## src/rtl/port_tx_fsm.sv

```systemverilog
// port_tx_fsm: egress controller that streams FIFO packets out on valid/ready,
// checks packet parity and drops packets whose consumer stalls too long.
//   clk, rst_n        clock, synchronous active-low reset
//   i_fifo_empty      port FIFO has no entry
//   o_fifo_rd_en      pop request, data returns on i_fifo_rdata/i_fifo_rlast next cycle
//   o_tx_valid/data/last, i_tx_ready   egress byte stream, last marks the parity byte
//   o_tx_busy         high from leaving IDLE until GAP completes
//   o_parity_err      pulse: XOR of all packet bytes is nonzero
//   o_drop_pkt        pulse: packet aborted by consumer stall timeout
module port_tx_fsm #(
    parameter int W_WIDTH = 8,
    parameter int TIMEOUT = 16
) (
    input  logic               clk,
    input  logic               rst_n,
    input  logic               i_fifo_empty,
    output logic               o_fifo_rd_en,
    input  logic [W_WIDTH-1:0] i_fifo_rdata,
    input  logic               i_fifo_rlast,
    output logic               o_tx_valid,
    input  logic               i_tx_ready,
    output logic [W_WIDTH-1:0] o_tx_data,
    output logic               o_tx_last,
    output logic               o_tx_busy,
    output logic               o_parity_err,
    output logic               o_drop_pkt
);
    localparam int CW = $clog2(TIMEOUT + 1);
    typedef enum logic [2:0] {IDLE, FETCH, LOAD, SEND, DRAIN, GAP} state_t;
    state_t             r_state;
    logic [CW-1:0]      r_cnt;
    logic [W_WIDTH-1:0] r_acc;
    logic               r_pend;
    logic               w_hs;
    logic               w_drain_end;
    logic               w_expire;
    assign w_hs        = o_tx_valid && i_tx_ready;
    // r_pend marks that i_fifo_rdata/i_fifo_rlast carry a freshly popped entry
    assign w_drain_end = r_pend && i_fifo_rlast;
    assign w_expire    = r_cnt == CW'(TIMEOUT - 1);
    // no pops while reset is held; DRAIN stops popping once the tail entry returns
    assign o_fifo_rd_en = rst_n && !i_fifo_empty &&
                          (r_state == IDLE || r_state == FETCH ||
                           (r_state == SEND && w_hs && !o_tx_last) ||
                           (r_state == DRAIN && !w_drain_end));
    always_ff @(posedge clk) begin
        if (!rst_n) begin
            r_state      <= IDLE;
            r_cnt        <= '0;
            r_acc        <= '0;
            r_pend       <= 1'b0;
            o_tx_valid   <= 1'b0;
            o_tx_data    <= '0;
            o_tx_last    <= 1'b0;
            o_tx_busy    <= 1'b0;
            o_parity_err <= 1'b0;
            o_drop_pkt   <= 1'b0;
        end else begin
            o_parity_err <= 1'b0;
            o_drop_pkt   <= 1'b0;
            r_pend       <= o_fifo_rd_en;
            case (r_state)
                IDLE: if (!i_fifo_empty) begin
                    r_acc     <= '0;
                    o_tx_busy <= 1'b1;
                    r_state   <= LOAD;
                end
                FETCH: if (!i_fifo_empty) r_state <= LOAD;
                LOAD: begin
                    o_tx_data  <= i_fifo_rdata;
                    o_tx_last  <= i_fifo_rlast;
                    o_tx_valid <= 1'b1;
                    r_cnt      <= '0;
                    r_state    <= SEND;
                end
                SEND: begin
                    if (w_hs) begin
                        r_acc      <= r_acc ^ o_tx_data;
                        o_tx_valid <= 1'b0;
                        if (o_tx_last) begin
                            o_parity_err <= |(r_acc ^ o_tx_data);
                            r_state      <= GAP;
                        end else begin
                            r_state <= i_fifo_empty ? FETCH : LOAD;
                        end
                    end else if (w_expire) begin
                        // the tail byte was already fetched, so nothing is left to drain
                        o_tx_valid <= 1'b0;
                        o_drop_pkt <= o_tx_last;
                        r_state    <= o_tx_last ? GAP : DRAIN;
                    end else begin
                        r_cnt <= r_cnt + 1'b1;
                    end
                end
                DRAIN: if (w_drain_end) begin
                    o_drop_pkt <= 1'b1;
                    r_state    <= GAP;
                end
                GAP: begin
                    o_tx_busy <= 1'b0;
                    r_state   <= IDLE;
                end
                default: r_state <= IDLE;
            endcase
        end
    end
endmodule

```

## config.mk

```make
export PLATFORM = sky130hd
export DESIGN_NAME = port_tx_fsm
export DESIGN_NICKNAME = d
export VERILOG_FILES = /design/src/rtl/port_tx_fsm.sv
export SDC_FILE = /design/constraint.sdc
export NUM_CORES = 1
export LEC_CHECK = 0
export CAP_MARGIN = 10
export CORE_MARGIN = 8
export CORE_UTILIZATION = 35
export CTS_CLUSTER_SIZE = 25
export DETAILED_ROUTE_END_ITERATION = 8
export DONT_BUFFER_PORTS = 1
export HOLD_SLACK_MARGIN = 0.15
export PLACE_DENSITY_LB_ADDON = 0.05
export SLEW_MARGIN = 5
export SYNTH_ARGS = -nofsm -noshare
export SYNTH_HDL_FRONTEND = slang
export SYNTH_SLANG_ARGS = --single-unit
```

## constraint.sdc

```tcl
create_clock -name clk -period 3.1 [get_ports clk]
set_clock_uncertainty 0.2 [all_clocks]
set_input_delay 0.31 -clock clk [delete_from_list [all_inputs] [get_ports clk]]
set_output_delay 0.31 -clock clk [all_outputs]
set_load 0.005 [all_outputs]
```

After elaboration in Yosys (flattened, before gate mapping)
Cells that the tools add are included.
{"block": "word_totals", "memories": 0, "romBits": 0, "mem_bits_rw": 0, "regBits": 30, "inputBits": 13, "latch_bits": 0}
{"block": "op_classes", "n_eq_ne": 13, "n_div": 0, "add_sub_neg": 1, "n_mux": 23, "bitwise_logic": 1, "magnitude_cmp": 0, "reduce_logical": 25, "n_shift": 0, "multipliers": 0}
{"op": "8-bit two-way mux", "n": 2}
{"op": "8-bit case mux with 2 select lines", "n": 1}
{"op": "3-bit two-way mux", "n": 5}
{"op": "2-bit != test (second input constant)", "n": 6}
{"op": "3-bit case mux with 4 select lines", "n": 1}
{"op": "5-bit two-way mux", "n": 2}
{"op": "5-bit case mux with 2 select lines", "n": 1}
{"op": "3-bit AND reduction", "n": 3}
{"op": "8-bit OR reduction", "n": 1}
{"op": "8-bit XOR", "n": 1}
{"op": "1-bit logical AND", "n": 7}
{"op": "1-bit two-way mux", "n": 7}
{"op": "3-bit by 2-bit equality test with 1-bit output (second input constant)", "n": 2}
{"op": "3-bit equality test (second input constant)", "n": 2}
{"op": "1-bit case mux with 2 select lines", "n": 3}
{"op": "2-bit nonzero test", "n": 3}
{"op": "5-bit by 1-bit adder with 5-bit output (second input constant)", "n": 1}
{"op": "5-bit by 4-bit equality test with 1-bit output (second input constant)", "n": 1}
{"op": "2-bit AND reduction", "n": 2}
{"op": "4-bit AND reduction", "n": 1}
{"op": "3-bit by 1-bit equality test with 1-bit output (second input constant)", "n": 1}
{"op": "1-bit logical NOT", "n": 3}
{"op": "3-bit logical NOT", "n": 1}
{"op": "1-bit logical OR", "n": 3}
{"op": "other kinds (3)", "n": 3}

Depth between registers and ports, before layout
Gate-level depths: netlist (run 1).
{"block": "depth", "depth_word": 6, "mapped_depth": 7, "depth_no_buf": 7}

Least setup slack after synthesis (run 1)
Ideal clock, no wire load.
{"block": "synth_timing", "path_kind": "register -> register", "from": "register r_cnt[0]", "to": "register r_state[1]", "arrival_time_ns": 1.601, "slack_ns": 1.180, "setup_ns": 0.119, "stages_incl_launch_ff": 8, "path_cell_list": "dfxtp_1 ha_1 and3_1 ha_1 a21o_1 nor3_1 a311oi_1 o221a_2"}
{"block": "synth_via", "elab_chain_len": 3}
{"element": "start, declared", "line": "31", "text": "logic [CW-1:0] r_cnt;"}
{"element": "start signal, assigned", "line": "92", "text": "r_cnt <= r_cnt + 1'b1;"}
{"element": "5-bit by 4-bit equality test with 1-bit output", "line": "40", "text": "assign w_expire = r_cnt == CW'(TIMEOUT - 1);"}
{"element": "3-bit != test (no line)"}
{"element": "3-bit AND reduction (no line)"}
{"element": "end signal, assigned", "line": "84", "text": "r_state <= i_fifo_empty ? FETCH : LOAD;"}
{"element": "end signal, assigned", "line": "90", "text": "r_state <= o_tx_last ? GAP : DRAIN;"}
{"element": "end, declared", "line": "30", "text": "state_t r_state;"}
Every way passes these cells.
A chain may end at the register's enable or synchronous reset.

Worst setup path after layout (run 1)
{"block": "layout_timing", "from": "register r_state[0]", "to": "output o_fifo_rd_en"}
{"block": "layout_via", "elab_chain_len": 6}
{"element": "3-bit by 2-bit equality test with 1-bit output", "line": "44", "text": "(r_state == SEND && w_hs && !o_tx_last) ||"}
{"element": "1-bit logical AND (2 in a row)", "line": "44"}
{"element": "1-bit logical OR", "line": "43", "text": "(r_state == IDLE || r_state == FETCH ||"}
{"element": "1-bit logical OR (*)", "line": "44"}
{"element": "1-bit logical AND (*)", "line": "42", "text": "assign o_fifo_rd_en = rst_n && !i_fifo_empty &&"}
{"element": "end, declared", "line": "17", "text": "output logic o_fifo_rd_en,"}
Every way passes the cells marked *; elsewhere a longest branch is shown, timed or not.

==> results.txt, run 1 <==
Final Setup Violations: 0
Register Area: 601 µm²
worst path cell trace: inv_2, o31a_1, a2bb2oi_1, nor3b_1
Die W: 82.3 µm
power per cell area: 510 nW/µm²
Syn Std Cell Area: 1540 µm²
Area Growth Syn to Fin: 15.0%
Via-to-Cell Ratio: 5.50
detailed-route via count: 1331
setup bufs post-CTS: 0
io pins: 27
Peak supply drop: 0.160 mV
port buffer count: 0
fin worst setup slack: 0.640 ns
initial core utilization: 35.8%
reg2reg setup slack: 0.70 ns
DRT iter0 DRCs: 96
Seq/Total Area, Yosys: 39.1%
Least-Margin Pin Slew: 0.950 ns
Die Y: 82.3 µm
antenna violations before repair: 0
clock sinks: 30
TritonCTS clock tree: yes
Routed wire per std cell: 16.0 µm
Max-cap violations: 0
# hold bufs at CTS: 13
synth warn: 0
Core Footprint: 4290 µm²
status: finished clean
FFs w/ async S/R, synth: 0%
Hold Fails Final Rpt: 0
first-pass GRT wire length: 6.32 mm
worst-path fanout max: 17
Clock Latency Late Sink: 0.28 ns
worst slack, placed: 0.974 ns
Avg Inst Size Synth: 8.59 µm²
multi-input logic area: 858 µm²
share of cells above drive strength 1: 7.89%
most instantiated library cell after synthesis: dfxtp_1
Reg2Reg Depth: 5
die area: 6770 µm²
post-route ant nets: 0
PostCTS Resize Cnt: 0
drt total wl: 3.87 mm
Setup CP Type: register to output pin
largest stage delay on the critical path: 0.75 ns
WP data required: 2.59 ns
Post-Syn Nets: 194
# diodes: 0
top cells by area, synth: dfxtp_1 (39%), xor2_1 (5.1%), nand2_1 (3.7%), a21oi_1 (3.6%), o21ai_0 (3.6%)
Max Buffers Root-to-Sink: 2
grt ovf: 0
Cell variety after synth: 49
vias in the first global route: 1304
Clock transition at path regs: 0.06 ns
Critical-path top delay cell: dfxtp_1
Yosys top cell area share: 39.1%
cell taking the most area after synthesis: dfxtp_1
hold path cells: 3
CTS root buffer: clkbuf_8
Tmin final: 2.46 ns
flops & latches, synth: 30
Max transition margin: 36.5%
Min-Delay Path Class: input port to register
synth cell count leaders: dfxtp_1 (30), nand2_1 (15), a21oi_1 (11), o21ai_0 (11), xor2_1 (9)
origin of the critical flop-to-flop path: r_state[0]
critical path arrival: 1.95 ns
Routability Congestion: 0.814
number of buffers created by CTS: 5
Min-Delay Startpoint: i_tx_ready
dpl hpwl: 2.61 mm
Post-synth top flop: dfxtp_1
setup TNS: 0 ns
GRT Total Usage: 12.2%
Crit. End Element: output pin
drt pass-1 iters: 4
RSZ-0062 raised after global routing: no
Fillers: 450
pin count of the biggest net entering global routing: 31
Slew Limit Fails: 0
Final period util: 79.4%
Post-synth EDFFs: 0
Tot Pwr: 0.902 mW
Nets: 204
startpoint types: register
terminus of the critical flop-to-flop path: r_pend
Syn Inst Count: 179
FP Rows: 24
# DRC: 0
hold worst-path end: r_acc[2]
H-tree depth: 2
Leak: 0.688 nW
fmax: 406 MHz
Hold Worst Slack: 0.169 ns
[registers in the layout (all words and copies together) (netlist names), 3 cells and up]
register	cells
o_tx_data	8
r_cnt	5
r_acc	8
r_state	3
[worst max-delay path: cells and delay by family, from the launching register on]
| kind | cells | cell delay [ns] |
|---|---|---|
| AND/OR/NAND/NOR | 1 | 0.27 |
| AO/OA/AOI/OAI | 2 | 0.46 |
| buffers and inverters | 1 | 0.19 |
| flip-flops | 1 | 0.75 |
[cell families after synthesis]
kind of cell	after synthesis	synth area share, %
flip-flops	30	39.1
multiplexers	1	0.651
buffers and inverters	16	5.13
XOR/XNOR	10	5.70
adder cells (fa/ha/maj)	2	1.63
AND/OR/NAND/NOR	58	21.2
AO/OA/AOI/OAI	62	26.7
[cells in the final DEF (no fill, tap or decap), drive strengths merged, types with 2 or more instances in the layout]
cell type / n
nor3b: 2
nor4: 2
o211ai: 2
ha: 2
nor2b: 7
a21boi: 12
dlygate4sd3: 13
a21oi: 11
nand2: 15
clkbuf: 7
inv: 6
a31oi: 2
o21ai: 18
nor2: 10
a2bb2oi: 2
and3: 2
o21a: 3
nand3b: 4
nand4b: 2
a21o: 4
or3: 2
xor2: 9
nand3: 6
dfxtp: 30
nor3: 2
[metal layers]
layer / track usage [%] / vias to the layer above / share of wire [%]
met2: 20.6 / 43 / 47
li1: - / 658 / -
met4: 3.86 / 0 / 1.1
met3: 5.63 / 6 / 8.9
met5: 0 / - / 0
met1: 13.3 / 624 / 43
[worst max-delay path by stage]
stage	from	to	slack [ns]	cells after the start
after global placement	r_state[0]	o_fifo_rd_en	1.00	4
final	r_state[0]	o_fifo_rd_en	0.64	4
after floorplan	r_cnt[0]	r_state[1]	1.18	7
after detailed placement	r_state[0]	r_state[1]	0.97	4
after global routing	r_state[0]	o_fifo_rd_en	0.50	4
after CTS	r_state[0]	o_fifo_rd_en	0.68	4
[metrics by stage]
stage          instances  utilization, %  area, µm²
2_1_floorplan        179               -       1540
3_3_place_gp         221            36.0       1550
3_5_place_dp         221            36.0       1550
4_1_cts              242            41.2       1770
5_1_grt              242            41.2       1770
6_report             242            41.2       1770
[final cells by class]
class / instances / share of cell area, %
Multi-Input combinational cell: 133 / 48.5
Sequential cell: 30 / 34.0
Timing Repair Buffer: 13 / 7.36
Clock buffer: 7 / 4.88
Tap cell: 52 / 3.68
Inverter: 6 / 1.27
Clock inverter: 1 / 0.283
[power breakdown]
group	internal, mW	switching [mW]	total, mW	leakage [nW]
registers	0.406	0.0411	0.447	0.244
logic	0.0613	0.0725	0.134	0.396
clock network	0.179	0.143	0.322	0.0482
total	0.646	0.256	0.902	0.688
(Power assumes the default switching activity.)
==> run 2, diff against run 1 <==
Clock period 3.1 ns to 2.45 ns, I/O delays scaled along.
==> run 2 against run 1 <==
  * Critical path depth up 3
  * Hold slack better by 0.0088 ns
  * Via count shrank 0.53%
  * Combinational power increased by 40%
  * Register-to-register slack worse by 0.58 ns
  * Sequential power is 25% higher
  * Non-clock buffer count up 3
  * Sequential cell count stayed put
  * Worst setup slack got worse by 0.52 ns
  * Power increased by 23%
  * Critical endpoint is now r_state[0]
==> results.txt, run 2 (same netlist as run 1, synthesis figures left out) <==
detailed-route via count: 1324 (was 1331)
worst-path fanout max: 5 (was 17)
FP Rows: 24 (unchanged)
startpoint types: register (unchanged)
# diodes: 0 (unchanged)
Critical path buffers and inverters: 1 (unchanged)
setup TNS: 0 ns (unchanged)
Die Y: 82.3 µm (unchanged)
port buffer count: 0 (unchanged)
status: finished clean (unchanged)
largest stage delay on the critical path: 0.57 ns (was 0.75 ns)
Non-Filler Instances: 244 (was 242)
vias in the first global route: 1290 (was 1304)
Peak supply drop: 0.238 mV (was 0.160 mV)
Routed wire per std cell: 16.1 µm (was 16.0 µm)
Final period util: 95.2%
die area: 6770 µm² (unchanged)
number of buffers created by CTS: 5 (unchanged)
Nets: 207 (was 204)
commonest non-fill, non-tap cell in the layout: dfxtp_1 (unchanged)
Critical-path top delay cell: dlygate4sd3_1 (was dfxtp_1)
Area Growth Syn to Fin: 15.9% (was 15.0%)
worst path cell trace: ha_1, and3_1, ha_1, a21oi_2, nand3_1, a31oi_1, dlygate4sd3_1 (was inv_2, o31a_1, a2bb2oi_1, nor3b_1)
drt total wl: 3.93 mm (was 3.87 mm)
dpl hpwl: 2.67 mm (was 2.61 mm)
most frequent cells in the layout: dfxtp_1 (30), nand2_1 (15), dlygate4sd3_1 (14) (was dfxtp_1 (30), nand2_1 (15), dlygate4sd3_1 (13))
first-pass GRT wire length: 6.42 mm (was 6.32 mm)
io pins: 27 (unchanged)
grt ovf: 0 (unchanged)
DRT iter0 DRCs: 88 (was 96)
cell family with most CP delay: buffers and inverters (was flip-flops)
Tmin final: 2.33 ns
fmax: 429 MHz
critical path arrival: 2.35 ns (was 1.95 ns)
WP data required: 2.47 ns (was 2.59 ns)
Max-cap violations: 0 (unchanged)
placed cell count: 223 (was 221)
Leak: 0.696 nW (was 0.688 nW)
RSZ-0062 raised after global routing: no (unchanged)
Clock Latency Late Sink: 0.27 ns (was 0.28 ns)
Slew Limit Fails: 0 (unchanged)
share of cells above drive strength 1: 8.33% (was 7.89%)
Hold Fails Final Rpt: 0 (unchanged)
Least-Margin Pin Slew: 0.967 ns (was 0.950 ns)
H-tree depth: 2 (unchanged)
Max Buffers Root-to-Sink: 2 (unchanged)
GRT Total Usage: 12.6% (was 12.2%)
Min-Delay Path Class: input port to register (unchanged)
Clock transition at path regs: 0.06 ns (about the same)
Max transition margin: 35.3% (was 36.5%)
initial core utilization: 35.8% (unchanged)
antenna violations before repair: 0 (unchanged)
TritonCTS clock tree: yes (unchanged)
Crit. End Element: register (was output pin)
Core Footprint: 4290 µm² (unchanged)
pin count of the biggest net entering global routing: 31 (unchanged)
Via-to-Cell Ratio: 5.43 (was 5.50)
Routability Congestion: 0.831 (was 0.814)
clock sinks: 30 (unchanged)
Die W: 82.3 µm (unchanged)
post-route ant nets: 0 (unchanged)
# DRC: 0 (unchanged)
power per cell area: 624 nW/µm² (was 510 nW/µm²)
Setup CP Type: register to register (was register to output pin)
Final Setup Violations: 0 (unchanged)
drt pass-1 iters: 4 (unchanged)
setup bufs post-CTS: 0 (unchanged)
Tot Pwr: 1.11 mW (was 0.902 mW)
CTS root buffer: clkbuf_8 (unchanged)
Top Registers: o_tx_data: 8 flops, r_acc: 8 flops, r_cnt: 5 flops (unchanged)
Crit path top cell by count: ha_1
[run 2: cell count changes in the layout (fill, tap and decap cells not counted)]
| cell | previous run | this run |
|---|---|---|
| buf_4 | 0 | 2 |
| dlygate4sd3_1 | 13 | 14 |
| a21oi_2 | 0 | 1 |
| clkinv_2 | 1 | 0 |
| clkbuf_8 | 6 | 5 |
| a21oi_1 | 11 | 10 |
| clkbuf_1 | 1 | 2 |
[run 2: stage by stage]
step                      worst slack, ns  util (%)  hold slack [ns]  area [µm²]
final                               0.117      41.5            0.177        1780
after global routing               0.0537      41.5            0.196        1780
after CTS                           0.112      41.4            0.162        1780
after detailed placement            0.364      36.4            0.127        1560
after global placement              0.434      36.4            0.123        1560
after floorplan                     0.530         -            0.121        1540
[run 2: cell type report]
class                      count  area (µm²)
clock buffer                   7        76.3
fill                         423        2510
inverter                       6        22.5
multi-input combinational    133         862
sequential                    30         601
tap                           52        65.1
timing repair buffer          16         155
[run 2: path summary, 6_finish.rpt]
kind | slack, ns | start | cells past startpoint | endpoint
worst min register to register | 0.28 | r_acc[3] | 2 | r_acc[3]
worst max register to register | 0.12 | r_cnt[0] | 7 | r_state[0]
worst max-delay path | 0.12 | r_cnt[0] | 7 | r_state[0]
worst min-delay path | 0.18 | i_fifo_rlast | 3 | o_drop_pkt
[run 2: routing by layer]
metal  share of wire, %  track usage, %
met4                1.6            5.79
met1                 44            15.0
met2                 48            19.0
met5                  0               0
met3                7.0            5.41
[run 2: where the power goes]
part,internal (mW),total (mW),switching [mW]
logic,0.0848,0.187,0.102
clock network,0.195,0.366,0.171
registers,0.513,0.560,0.0465
[run 2: repair_timing]
item | CTS | global route
hold buffers | 14 | 0
hold endpoints to repair | 30 | 0
resized for setup | 0 | 1
endpoints found under the setup margin | 0 | 1
[run 2: worst register-to-register path: cells and delay by family, from the launching register on]
family | cells | cell delay [ns]
compound gates | 2 | 0.35
fa+ha+maj | 2 | 0.44
simple gates | 2 | 0.39
buf+inv | 1 | 0.57
flops | 1 | 0.34
==> run 3, diff against run 2 <==
Settings changed: CORE_UTILIZATION 35 to 60.
==> run 3 against run 2 <==
  * Maximum frequency grew 2.0%
  * Sequential power about the same
  * Highest routed layer unchanged
  * Combinational power about the same
  * Largest cell class unchanged
==> results.txt, run 3 (same netlist as run 1, synthesis figures left out) <==
status: finished clean (unchanged)
Reg2Reg Depth: 7 (unchanged)
Peak supply drop: 0.468 mV (was 0.238 mV)
post-route ant nets: 0 (unchanged)
Nets: 207 (unchanged)
grt ovf: 0 (unchanged)
Fillers: 205 (was 423)
Core Footprint: 2450 µm² (was 4290 µm²)
first element of the critical path: r_cnt[0] (unchanged)
detailed-route via count: 1338 (was 1324)
power per cell area: 585 nW/µm² (was 624 nW/µm²)
FP Rows: 18 (was 24)
terminus of the critical flop-to-flop path: r_state[0] (unchanged)
Min-Delay Path Class: input port to register (unchanged)
post-place instance area: 1530 µm² (was 1560 µm²)
setup TNS: 0 ns (unchanged)
Crit. End Element: register (unchanged)
origin of the critical flop-to-flop path: r_cnt[0] (unchanged)
pin count of the biggest net entering global routing: 31 (unchanged)
startpoint types: register (unchanged)
Least-Margin Pin Slew: 0.900 ns (was 0.967 ns)
most frequent cells in the layout: dfxtp_1 (30), nand2_1 (15), dlygate4sd3_1 (14) (unchanged)
Routed wire per std cell: 16.5 µm (was 16.1 µm)
first-pass GRT wire length: 6.27 mm (was 6.42 mm)
GRT Total Usage: 18.0% (was 12.6%)
port buffer count: 0 (unchanged)
share of cells above drive strength 1: 8.85% (was 8.33%)
die area: 4440 µm² (was 6770 µm²)
Min-Delay Startpoint: i_tx_ready (was i_fifo_rlast)
Setup CP Type: register to register (unchanged)
WP data required: 2.52 ns (was 2.47 ns)
RSZ-0062 raised after global routing: no (unchanged)
Tot Pwr: 1.01 mW (was 1.11 mW)
clock sinks: 30 (unchanged)
commonest non-fill, non-tap cell in the layout: dfxtp_1 (unchanged)
multi-input logic area: 867 µm² (was 862 µm²)
Max-cap violations: 0 (unchanged)
Slew Limit Fails: 0 (unchanged)
Register Area: 601 µm² (unchanged)
TritonCTS clock tree: yes (unchanged)
Clock transition at path regs: 0.08 ns (was 0.06 ns)
reg2reg setup slack: 0.16 ns (was 0.12 ns)
Tmin final: 2.29 ns (was 2.33 ns)
H-tree depth: 2 (unchanged)
hold worst-path end: o_drop_pkt (unchanged)
vias in the first global route: 1365 (was 1290)
Final period util: 93.4% (was 95.2%)
Top Registers: o_tx_data: 8 flops, r_acc: 8 flops, r_cnt: 5 flops (unchanged)
Die Y: 66.6 µm (was 82.3 µm)
fin worst setup slack: 0.163 ns (was 0.117 ns)
worst-path fanout max: 5 (unchanged)
worst slack, placed: 0.388 ns (was 0.364 ns)
CTS root buffer: clkbuf_4 (was clkbuf_8)
Hold Fails Final Rpt: 0 (unchanged)
number of buffers created by CTS: 5 (unchanged)
io pins: 27 (unchanged)
Hold Worst Slack: 0.236 ns (was 0.177 ns)
drt pass-1 iters: 4 (unchanged)
Die W: 66.6 µm (was 82.3 µm)
# diodes: 0 (unchanged)
Routability Congestion: 0.862 (was 0.831)
Area Growth Syn to Fin: 12.4% (was 15.9%)
antenna violations before repair: 0 (unchanged)
Final Setup Violations: 0 (unchanged)
Leak: 0.684 nW (was 0.696 nW)
critical path arrival: 2.36 ns (was 2.35 ns)
fmax: 437 MHz (was 429 MHz)
Max transition margin: 39.8% (was 35.3%)
hold path cells: 4 (was 3)
initial core utilization: 62.6% (was 35.8%)
setup bufs post-CTS: 0 (unchanged)
# DRC: 0 (unchanged)
drt total wl: 3.65 mm (was 3.93 mm)
design area: 1730 µm² (was 1780 µm²)
dpl hpwl: 2.40 mm (was 2.67 mm)
DRT iter0 DRCs: 74 (was 88)
Clock Latency Late Sink: 0.33 ns (was 0.27 ns)
Max Buffers Root-to-Sink: 2 (unchanged)
Via-to-Cell Ratio: 6.03 (was 5.43)
-- run 3: cell counts in the layout (fill, tap and decap cells not counted) --
Identical to the previous run, type by type.
-- run 3: cell type report --
cell class	instances	share of cell area [%]
tap	30	2.17
timing repair buffer	16	8.98
clock buffer	7	2.61
multi-input combinational	133	50.2
sequential	30	34.8
inverter	6	1.30
-- run 3: where the power goes --
| part | switching (mW) | total [mW] | leakage [nW] | internal (mW) |
|---|---|---|---|---|
| Clock | 0.157 | 0.265 | 0.0254 | 0.108 |
| Combinational | 0.0996 | 0.185 | 0.414 | 0.0850 |
| Sequential | 0.0493 | 0.562 | 0.244 | 0.512 |
| Total | 0.306 | 1.01 | 0.684 | 0.705 |
-- run 3: critical path, cell delays in order, from the launching register on --
cell	delay [ns]
dfxtp_1	0.34
ha_1	0.21
and3_1	0.19
ha_1	0.23
a21oi_2	0.18
nand3_2	0.14
a31oi_1	0.18
dlygate4sd3_1	0.57
-- run 3: worst max path at each step --
stage                            end  cells past startpoint  slack, ns
after global routing      r_state[0]                      7       0.04
after CTS                 r_state[0]                      7       0.12
after global placement    r_state[1]                      7       0.45
after detailed placement  r_state[1]                      7       0.39
after floorplan           r_state[1]                      7       0.53
final                     r_state[0]                      7       0.16
-- run 3: routing by layer --
metal  global-route usage, %  up-vias  share of wire [%]
met3                    7.38        6                6.7
met1                    20.0      637                 43
met2                    29.6       29                 49
li1                        -      666                  -
met5                       0        -                  0
met4                    7.73        0                1.3
-- run 3: per-stage QoR --
step	instances	utilization, %
after CTS	222	70.0
after global routing	222	70.4
after detailed placement	201	62.5
after floorplan	179	-
final	222	70.4
after global placement	201	62.5
-- run 3: what timing repair did --
| action | in CTS | in global routing |
|---|---|---|
| endpoints found under the setup margin | 0 | 1 |
| endpoints found under the hold margin | 30 | 0 |
| resized for setup | 0 | 2 |
| hold buffers | 14 | 0 |
